## src/rtl/frogger_life_manager_pkg.sv

```systemverilog
// Shared types and defaults for the frogger game-state sequencer.
// Covers lives, score, death freeze, respawn and game over.
package frogger_life_manager_pkg;

    localparam int LIVES_W = 3;
    localparam int SCORE_W = 7;
    localparam int Y_W     = 6;

    localparam int START_LIVES  = 3;
    localparam int DEATH_FRAMES = 30;
    localparam int GRACE_FRAMES = 4;
    localparam int GOAL_Y       = 0;
    localparam int SCORE_MAX    = 99;

    typedef enum logic [2:0] {
        S_IDLE,
        S_RESPAWN,
        S_PLAY,
        S_DYING,
        S_GAME_OVER
    } state_t;

    function automatic logic [SCORE_W-1:0] sat_inc(
        input logic [SCORE_W-1:0] v,
        input logic [SCORE_W-1:0] max
    );
        return (v >= max) ? max : v + SCORE_W'(1);
    endfunction

endpackage

```

## src/rtl/frogger_life_manager_if.sv

```systemverilog
// Game-control bundle between the sequencer, collision
// logic, frog position block and the status display.
interface frogger_life_manager_if;
    import frogger_life_manager_pkg::*;

    logic               frame_tick;
    logic               start;
    logic               collided;
    logic [Y_W-1:0]     frogger_y;
    logic               freeze;
    logic               respawn;
    logic               dying;
    logic               game_over;
    logic [LIVES_W-1:0] lives;
    logic [SCORE_W-1:0] score;

    modport master (
        output frame_tick, start, collided, frogger_y,
        input  freeze, respawn, dying, game_over, lives, score
    );

    modport slave (
        input  frame_tick, start, collided, frogger_y,
        output freeze, respawn, dying, game_over, lives, score
    );

endinterface

```

## src/rtl/frogger_life_manager_frame_countdown.sv

```systemverilog
// Loadable frame countdown: load wins over tick, stops at zero.
// Used as the death timer and the post-respawn grace timer.
module frame_countdown #(
    parameter int N = 30,
    localparam int W = $clog2(N + 1)
) (
    input  logic         i_Clk,
    input  logic         i_Rst_L,
    input  logic         load,
    input  logic         tick,
    output logic [W-1:0] count,
    output logic         zero
);

    assign zero = (count == '0);

    always_ff @(posedge i_Clk or negedge i_Rst_L) begin
        if (!i_Rst_L) begin
            count <= '0;
        end else if (load) begin
            count <= W'(N);
        end else if (tick && !zero) begin
            count <= count - W'(1);
        end
    end

endmodule

```

## src/rtl/frogger_life_manager.sv

```systemverilog
// Frogger game-state sequencer: lives, score, death freeze,
// respawn pulse and game over, all outputs registered.
module frogger_life_manager
    import frogger_life_manager_pkg::*;
#(
    parameter int c_START_LIVES  = START_LIVES,
    parameter int c_DEATH_FRAMES = DEATH_FRAMES,
    parameter int c_GRACE_FRAMES = GRACE_FRAMES,
    parameter int c_GOAL_Y       = GOAL_Y,
    parameter int c_SCORE_MAX    = SCORE_MAX
) (
    input logic                   i_Clk,
    input logic                   i_Rst_L,
    frogger_life_manager_if.slave bus
);

    localparam int DW = $clog2(c_DEATH_FRAMES + 1);
    localparam int GW = $clog2(c_GRACE_FRAMES + 1);

    state_t             state;
    state_t             state_d;
    logic               start_q;
    logic               start_edge;
    logic [LIVES_W-1:0] lives_d;
    logic [SCORE_W-1:0] score_d;
    logic               death_load;
    logic               grace_load;
    logic [DW-1:0]      death_cnt;
    logic               death_zero;
    logic [GW-1:0]      grace_cnt;
    logic               grace_zero;
    logic               unused_cnt;

    assign start_edge = bus.start & ~start_q;
    assign unused_cnt = ^{death_zero, grace_cnt};

    frame_countdown #(.N(c_DEATH_FRAMES)) u_death (
        .i_Clk   (i_Clk),
        .i_Rst_L (i_Rst_L),
        .load    (death_load),
        .tick    (bus.frame_tick && state == S_DYING),
        .count   (death_cnt),
        .zero    (death_zero)
    );

    frame_countdown #(.N(c_GRACE_FRAMES)) u_grace (
        .i_Clk   (i_Clk),
        .i_Rst_L (i_Rst_L),
        .load    (grace_load),
        .tick    (bus.frame_tick && state == S_PLAY),
        .count   (grace_cnt),
        .zero    (grace_zero)
    );

    always_comb begin
        state_d    = state;
        lives_d    = bus.lives;
        score_d    = bus.score;
        death_load = 1'b0;
        grace_load = 1'b0;
        unique case (state)
            S_IDLE: begin
                if (start_edge) state_d = S_RESPAWN;
            end
            S_RESPAWN: begin
                grace_load = 1'b1;
                state_d    = S_PLAY;
            end
            S_PLAY: begin
                // Collision outranks a goal landed on the same cycle
                if (grace_zero && bus.collided) begin
                    lives_d    = (bus.lives == '0) ? '0
                               : bus.lives - LIVES_W'(1);
                    death_load = 1'b1;
                    state_d    = S_DYING;
                end else if (grace_zero &&
                             bus.frogger_y == Y_W'(c_GOAL_Y)) begin
                    score_d = sat_inc(bus.score,
                                      SCORE_W'(c_SCORE_MAX));
                    state_d = S_RESPAWN;
                end
            end
            S_DYING: begin
                if (bus.frame_tick && death_cnt == DW'(1)) begin
                    state_d = (bus.lives == '0) ? S_GAME_OVER
                                                : S_RESPAWN;
                end
            end
            S_GAME_OVER: begin
                if (start_edge) begin
                    lives_d = LIVES_W'(c_START_LIVES);
                    score_d = '0;
                    state_d = S_RESPAWN;
                end
            end
            default: state_d = S_IDLE;
        endcase
    end

    always_ff @(posedge i_Clk or negedge i_Rst_L) begin
        if (!i_Rst_L) begin
            state         <= S_IDLE;
            start_q       <= 1'b0;
            bus.freeze    <= 1'b1;
            bus.respawn   <= 1'b0;
            bus.dying     <= 1'b0;
            bus.game_over <= 1'b0;
            bus.lives     <= LIVES_W'(c_START_LIVES);
            bus.score     <= '0;
        end else begin
            state         <= state_d;
            start_q       <= bus.start;
            bus.freeze    <= (state_d != S_PLAY);
            bus.respawn   <= (state_d == S_RESPAWN);
            bus.dying     <= (state_d == S_DYING);
            bus.game_over <= (state_d == S_GAME_OVER);
            bus.lives     <= lives_d;
            bus.score     <= score_d;
        end
    end

endmodule

```

## src/flat_wrapper.sv

```systemverilog
// flat-port wrapper written by rule: the top's interface ports become plain ports
module frogger_life_manager_flat import frogger_life_manager_pkg::*;
#(
    parameter int c_START_LIVES  = START_LIVES,
    parameter int c_DEATH_FRAMES = DEATH_FRAMES,
    parameter int c_GRACE_FRAMES = GRACE_FRAMES,
    parameter int c_GOAL_Y       = GOAL_Y,
    parameter int c_SCORE_MAX    = SCORE_MAX
)
  (i_Clk, i_Rst_L, bus_frame_tick, bus_start, bus_collided, bus_frogger_y, bus_freeze, bus_respawn, bus_dying, bus_game_over, bus_lives, bus_score);
  frogger_life_manager_if bus_i ();
  input logic i_Clk;
  input logic i_Rst_L;
  input wire logic [$bits(bus_i.frame_tick)-1:0] bus_frame_tick;
  input wire logic [$bits(bus_i.start)-1:0] bus_start;
  input wire logic [$bits(bus_i.collided)-1:0] bus_collided;
  input wire logic [$bits(bus_i.frogger_y)-1:0] bus_frogger_y;
  output wire logic [$bits(bus_i.freeze)-1:0] bus_freeze;
  output wire logic [$bits(bus_i.respawn)-1:0] bus_respawn;
  output wire logic [$bits(bus_i.dying)-1:0] bus_dying;
  output wire logic [$bits(bus_i.game_over)-1:0] bus_game_over;
  output wire logic [$bits(bus_i.lives)-1:0] bus_lives;
  output wire logic [$bits(bus_i.score)-1:0] bus_score;
  assign bus_i.frame_tick = bus_frame_tick;
  assign bus_i.start = bus_start;
  assign bus_i.collided = bus_collided;
  assign bus_i.frogger_y = bus_frogger_y;
  assign bus_freeze = bus_i.freeze;
  assign bus_respawn = bus_i.respawn;
  assign bus_dying = bus_i.dying;
  assign bus_game_over = bus_i.game_over;
  assign bus_lives = bus_i.lives;
  assign bus_score = bus_i.score;
  frogger_life_manager #(.c_START_LIVES(c_START_LIVES), .c_DEATH_FRAMES(c_DEATH_FRAMES), .c_GRACE_FRAMES(c_GRACE_FRAMES), .c_GOAL_Y(c_GOAL_Y), .c_SCORE_MAX(c_SCORE_MAX)) u_core (.i_Clk(i_Clk), .i_Rst_L(i_Rst_L), .bus(bus_i));
endmodule
```

## config.mk

```make
export PLATFORM = sky130hd
export DESIGN_NAME = frogger_life_manager_flat
export DESIGN_NICKNAME = d
export VERILOG_FILES = /design/src/rtl/frogger_life_manager_pkg.sv /design/src/rtl/frogger_life_manager_if.sv /design/src/rtl/frogger_life_manager_frame_countdown.sv /design/src/rtl/frogger_life_manager.sv /design/src/flat_wrapper.sv
export SDC_FILE = /design/constraint.sdc
export NUM_CORES = 1
export LEC_CHECK = 0
export CAP_MARGIN = 5
export CORE_ASPECT_RATIO = 0.9
export CORE_MARGIN = 3
export CORE_UTILIZATION = 35
export DETAILED_ROUTE_END_ITERATION = 10
export HOLD_SLACK_MARGIN = 0.12
export MAX_ROUTING_LAYER = met4
export SYNTH_ARGS = -nofsm -noshare
export SYNTH_HDL_FRONTEND = slang
export SYNTH_SLANG_ARGS = --single-unit
```

## constraint.sdc

```tcl
create_clock -name i_Clk -period 1.9 [get_ports i_Clk]
set_input_delay 0.19 -clock i_Clk [delete_from_list [all_inputs] [get_ports i_Clk]]
set_output_delay 0.19 -clock i_Clk [all_outputs]
set_load 0.1 [all_outputs]
```

==> flow_summary.toml, run 1 <==
[synth]
ys.flop_type = "dfrtp_1"
syn-instance-count = 142
netlist_top_cells_area = "dfrtp_1, dfstp_2, ha_1, nor2_1, o31ai_1"
synth-async-reset-ratio_pct = 100
syn_avg_cell_area_um2 = 10.1
syn-num-nets = 159
yosys.area.top_type = "dfrtp_1"
synth_top_area_share_pct = 40.3
ys_ff_latch = 26
synth_edf_count = 0
ys_seq_area_share_pct = 45.8
yosysWarnings = 0
synth_area_um2 = 1430
ys_types = 48

[worst_setup_path]
worstSetupEndpoint = "u_core.bus.score[4]$_DFFE_PN0P_"
cp_slowest_cell = "or4_4"
required_ns = 2.06
crit_buf_inv = 1
cpLargestDelayFamily = "simple AND/OR/NAND/NOR gates"
worst_path_largest_cell_delay_ns = 0.49
cp.depth = 6
critPathKind = "flip-flop to flip-flop"
reg2reg_from = "u_core.u_grace.count[1]$_DFFE_PN0P_"
reg2reg_to = "u_core.bus.score[4]$_DFFE_PN0P_"
crit_fanout = 6
critPathLaunch = "u_core.u_grace.count[1]$_DFFE_PN0P_"
arrival_ns = 2.20
start_kind = "flip-flop"
ff2ff_setup_slack_ns = -0.14
cp-end-kind = "flip-flop"
worst_r2r_path_depth = 6
cp_cell_sequence = "inv_2, ha_4, or4b_4, or4_4, a32oi_1, o31ai_2"

[timing]
min_period_ns = 2.04
worst_slew_pin_slew_ns = 0.490
finalMaxSlewViolations = 0
layout_setup_ws_ns = -0.135
fin_tns_setup_ns = -0.655
fin_skew_ns = 0.00849
period_share_pct = 107
hold_viol_final = 0
fmax_mhz = 491
holdWs_ns = 0.271
rsz0062_at_grt = "yes"
relSlewSlack_pct = 67.3
setup_viol = 7

[run]
cap_violations = 0

[die]
initial_core_util_pct = 37.5
die_y_um = 66.6
rows = 21
core_region_area_um2 = 3810
io_pins = 25
dieArea_um2 = 4880
die_w_um = 73.3

[power_and_ir_drop]
p_leak_nw = 0.885
switchingPower_mw = 0.918
swShare_pct = 39.6
combPwrFrac_pct = 45.6
p_clk_share_pct = 20.1
p_int_mw = 1.40
seqPwrFrac_pct = 34.3
powerDensity_nw_per_um2 = 1160
peakVddDrop_uv = 662

[grt]
grt.overflow.total = 0
grt_pass1_wl_um = 5620
grt_pass1_vias = 1249
grt_antenna_before_repair = 0
grt_max_degree = 27
globalRouteTotalUtil_pct = 15.2

[drt]
drtPass1Iterations = 4
drt-total-wl_um = 3360
antenna_left = 0
via_count = 1248
via_per_inst = 5.43
drtIter0Drc = 62
drc = 0
wl_per_cell_um = 14.6

[clocking]
cts_made_buffers = 3
hold_buffers = 0
htreeDepth = 1
cts_tree = "done"
clock-sinks = 26
ctsRootBufferMaster = "clkbuf_8"
clk_pin_slew_ns = 0.10
clock_latency_ns = 0.28
ctsLongestPathBuffers = 2

[placement]
io_buffers = 24
placed_cells_incl_taps = 225
dpl_worst_slack_ns = -0.327
dpl.hpwl_um = 2310
routabilityCongestion = 0.831

[hold_path]
hold_path.class = "primary input to asynchronous set/reset pin"

[final_layout]
diodes = 0
final_util_pct = 52.3
layout-drive-gt1-share_pct = 34.2
fin_nets = 202
final_cells = 230
area_delta_synth_final_pct = 39.6

[run_status]
status = "finished, violations left"
violations = "setup timing"
==> power groups by stage <==
stage	registers, mW	logic [mW]	clock network (mW)
after floorplan	1.00	0.461	0
after global placement	0.796	0.982	0
after detailed placement	0.801	1.00	0
after CTS	0.795	1.05	0.481
after global routing	0.815	1.18	0.504
final	0.796	1.06	0.466
==> registers in the layout, summed over array words and instances (netlist names) <==
name                  count
u_core.bus.freeze         1
u_core.u_grace.count      3
u_core.bus.dying          1
u_core.bus.lives          3
u_core.bus.score          7
u_core.start_q            1
u_core.u_death.count      5
u_core.bus.respawn        1
u_core.bus.game_over      1
u_core.state              3
==> worst min-delay path by stage <==
stage                                        start                                  end  slack, ns  cells after the start
4_1_cts                                    i_Rst_L      u_core.bus.score[3]$_DFFE_PN0P_       0.28                      2
6_report                                   i_Rst_L      u_core.bus.score[3]$_DFFE_PN0P_       0.27                      2
5_1_grt                                    i_Rst_L      u_core.bus.score[3]$_DFFE_PN0P_       0.30                      2
2_1_floorplan                              i_Rst_L           u_core.bus.dying$_DFF_PN0_      -0.11                      0
3_3_place_gp   u_core.u_death.count[4]$_DFFE_PN0P_  u_core.u_death.count[4]$_DFFE_PN0P_       0.47                      1
3_5_place_dp   u_core.u_death.count[4]$_DFFE_PN0P_  u_core.u_death.count[4]$_DFFE_PN0P_       0.48                      1
==> metal layers <==
layer  routed length, um  global-route usage (%)  vias to the layer above
li1                    -                       -                      612
met1                1480                    18.2                      617
met2                1750                    24.6                       17
met3                 107                    3.77                        2
met4                  28                    5.88                        0
met5                   0                       -                        -
==> synthesized netlist by cell type, types with 2 or more instances <==
cell,number
dfrtp_1,23
nor2_1,14
nand2_1,8
inv_1,7
ha_1,6
a31oi_1,5
nand2b_1,5
nand3_1,5
nor3_1,5
o31ai_1,5
a211oi_1,4
o21ai_0,4
dfstp_2,3
nor2b_1,3
a211oi_2,2
a21oi_1,2
and3_1,2
buf_2,2
mux2i_1,2
nor3b_1,2
nor4_1,2
o22ai_1,2
o31a_1,2
or4_4,2
xnor2_1,2
==> through the flow <==
stage	power [mW]	cell area [um2]
floorplan	1.47	1440
global placement	1.78	1830
detailed placement	1.81	1830
CTS	2.32	1960
global route	2.50	1990
finish	2.32	1990
==> timing repair <==
item,in CTS,in global routing
endpoints found under the hold margin,0,0
setup endpoints to repair,8,11
resized for setup,11,8
cloned,1,0
buffers inserted,1,0
pin swaps,9,8
==> layout by cell type (no fill, tap or decap), types with 3 or more instances in the layout <==
cell and count:
clkdlybuf4s50_1 10, inv_1 5, dfrtp_1 20, o31ai_1 3
nor3_1 3, a211oi_1 4, o21ai_0 3, nor2b_1 3
nand2b_1 4, dfstp_2 3, ha_1 5, nand3_1 5
or4_4 3, nand2_1 8, buf_4 28, clkbuf_8 3
dfrtp_2 3, nor2_1 14, a31oi_1 4
==> cell type report <==
class | count | area, um2
inverter | 7 | 26.3
clock inverter | 1 | 30.0
timing repair buffer | 41 | 362
clock buffer | 3 | 41.3
multi-input combinational | 106 | 818
fill | 327 | 1820
sequential | 26 | 658
tap | 46 | 57.6
==> kinds of logic (layout without fill, tap and decap cells) <==
logic type	Yosys count	count (layout)	share of synthesized area [%]
and+or+nand+nor	58	59	23.1
AOI/OAI and AO/OA	35	35	18.2
DFF	26	26	45.8
buffers and inverters	11	52	3.59
adders and majority gates	6	6	5.26
xor gates and xnor gates	3	3	1.84
muxes	3	3	2.19
No activity file was read; power rests on OpenSTA's default activity.
==> inputs of run 2 (changes only) <==
==> constraint.sdc (replaced) <==
create_clock -name i_Clk -period 2 [get_ports i_Clk]
set_input_delay 0.2 -clock i_Clk [delete_from_list [all_inputs] [get_ports i_Clk]]
set_output_delay 0.2 -clock i_Clk [all_outputs]
set_load 0.1 [all_outputs]
==> run 2 against run 1 <==
  * The flow still finishes with violations (setup timing)
  * Sequential share of layout area up 1.2 points
  * Global-route usage down 0.16 points
  * Sequential power down 5.0%
  * Maximum frequency up 0.24%
  * Total power down 12%
  * Utilization down 1.9 points
  * Count of clock-buffer cells in the layout up 1
==> flow_summary.toml, run 2 (same netlist as run 1, synthesis figures left out) <==
[hold_path]
hold_path.class = "primary input to asynchronous set/reset pin"

[die]
die_w_um = 73.3
die_y_um = 66.6
io_pins = 25
initial_core_util_pct = 37.5
dieArea_um2 = 4880
core_region_area_um2 = 3810
rows = 21

[timing]
finalMaxSlewViolations = 0
min_period_ns = 2.03
rsz0062_at_grt = "yes"
fmax_mhz = 493
relSlewSlack_pct = 72.6
fin_skew_ns = 0.00688
setup_viol = 5
period_share_pct = 102
layout_setup_ws_ns = -0.0301
worst_slew_pin_slew_ns = 0.400
hold_viol_final = 0

[final_layout]
final_common_cell = "buf_4"
top_regs = "u_core.bus.score: 7 flops, u_core.u_death.count: 5 flops"
final_util_pct = 50.4
num-fill-cells = 351
multiInputGateArea_um2 = 791
mostFrequentLayoutCells = "buf_4, dfrtp_1, nor2_1, clkdlybuf4s50_1, nand2_1"
diodes = 0
top_register = "u_core.bus.score"
fin_nets = 200
layout-drive-gt1-share_pct = 31.3
area_delta_synth_final_pct = 34.4
seq_area_um2 = 657
largest_reg_flops = 7

[drt]
via_count = 1222
drc = 0
drt-total-wl_um = 3160
antenna_left = 0
drtIter0Drc = 69
wl_per_cell_um = 13.9
via_per_inst = 5.36
drtPass1Iterations = 4

[clocking]
cts_tree = "done"
ctsRootBufferMaster = "clkbuf_8"
hold_buffers = 0
clk_pin_slew_ns = 0.09
cts_made_buffers = 3
clock_latency_ns = 0.27
clock-sinks = 26
ctsLongestPathBuffers = 2
htreeDepth = 1

[grt]
busiest_layer = "met2"
grt.overflow.total = 0
use_met1_pct = 18.5
met3_usage_pct = 4.07
grt_max_degree = 27
grt_pass1_vias = 1229
met2_usage_pct = 24.6
grt_antenna_before_repair = 0
globalRouteTotalUtil_pct = 15.0
grt_pass1_wl_um = 5610

[power_and_ir_drop]
powerDensity_nw_per_um2 = 1060
peakVddDrop_uv = 728
power.total_mw = 2.04
p_leak_nw = 0.849

[placement]
routabilityCongestion = 0.794
dpl.hpwl_um = 2370
io_buffers = 24

[run]
cap_violations = 0

[worst_setup_path]
arrival_ns = 2.25
critPathKind = "flip-flop to flip-flop"
start_kind = "flip-flop"
required_ns = 2.22
crit_fanout = 6
cp-end-kind = "flip-flop"

[run_status]
violations = "setup timing"
status = "finished, violations left"
[run 2: through the flow]
stage / cells / setup WS, ns / setup TNS, ns / hold slack [ns] / instance area, um2
2_1_floorplan: 142 / -0.0417 / -0.0546 / -0.0956 / 1430
3_3_place_gp: 222 / -0.187 / -0.948 / 0.468 / 1780
3_5_place_dp: 222 / -0.253 / -1.15 / 0.489 / 1780
4_1_cts: 228 / -0.111 / -0.492 / 0.295 / 1880
5_1_grt: 228 / -0.106 / -0.599 / 0.320 / 1920
6_report: 228 / -0.0301 / -0.0878 / 0.283 / 1920
[run 2: layout make-up]
type,instances,share of cell area [%]
Tap cell,46,3.00
Sequential cell,26,34.2
Clock buffer,4,2.87
Inverter,7,1.37
Multi-Input combinational cell,105,41.2
Timing Repair Buffer,40,17.3
[run 2: metal layers]
metal | share of wire, % | routed length, um
met5 | 0 | 0
met4 | 0.54 | 17
met3 | 4.2 | 132
met2 | 50 | 1580
met1 | 45 | 1430
[run 2: repair_timing]
item / 4_1_cts / 5_1_grt
pin swaps: 6 / 2
hold endpoints to repair: 0 / 0
resized for setup: 12 / 4
setup buffers: 2 / 0
gates cloned: 0 / 0
endpoints found under the setup margin: 6 / 9
[run 2: worst paths after layout]
kind                                                startpoint                                   to  slack, ns  cells after the start
setup / recovery           u_core.u_grace.count[1]$_DFFE_PN0P_      u_core.bus.score[0]$_DFFE_PN0P_      -0.03                      7
max in group asynchronous                              i_Rst_L      u_core.bus.lives[1]$_DFFE_PN1P_       1.41                      2
setup reg to reg           u_core.u_grace.count[1]$_DFFE_PN0P_      u_core.bus.score[0]$_DFFE_PN0P_      -0.03                      7
hold / removal                                         i_Rst_L      u_core.bus.score[4]$_DFFE_PN0P_       0.28                      2
min in group i_Clk                                   bus_start             u_core.start_q$_DFF_PN0_       0.43                      1
hold reg to reg            u_core.u_death.count[4]$_DFFE_PN0P_  u_core.u_death.count[4]$_DFFE_PN0P_       0.49                      1
[run 2: critical path, cell delays in order, from the launching register on]
cell and delay (ns):
dfrtp_1 0.39, inv_2 0.08, ha_4 0.13, or4b_4 0.46
or4_4 0.49, buf_6 0.17, a211oi_2 0.14, a31o_2 0.12
[run 2: power by group]
part | leakage, nW | total (mW) | internal [mW] | switching [mW]
combinational | 0.498 | 0.938 | 0.363 | 0.576
sequential | 0.322 | 0.756 | 0.665 | 0.0911
clock | 0.0288 | 0.341 | 0.176 | 0.164
total | 0.849 | 2.04 | 1.20 | 0.831
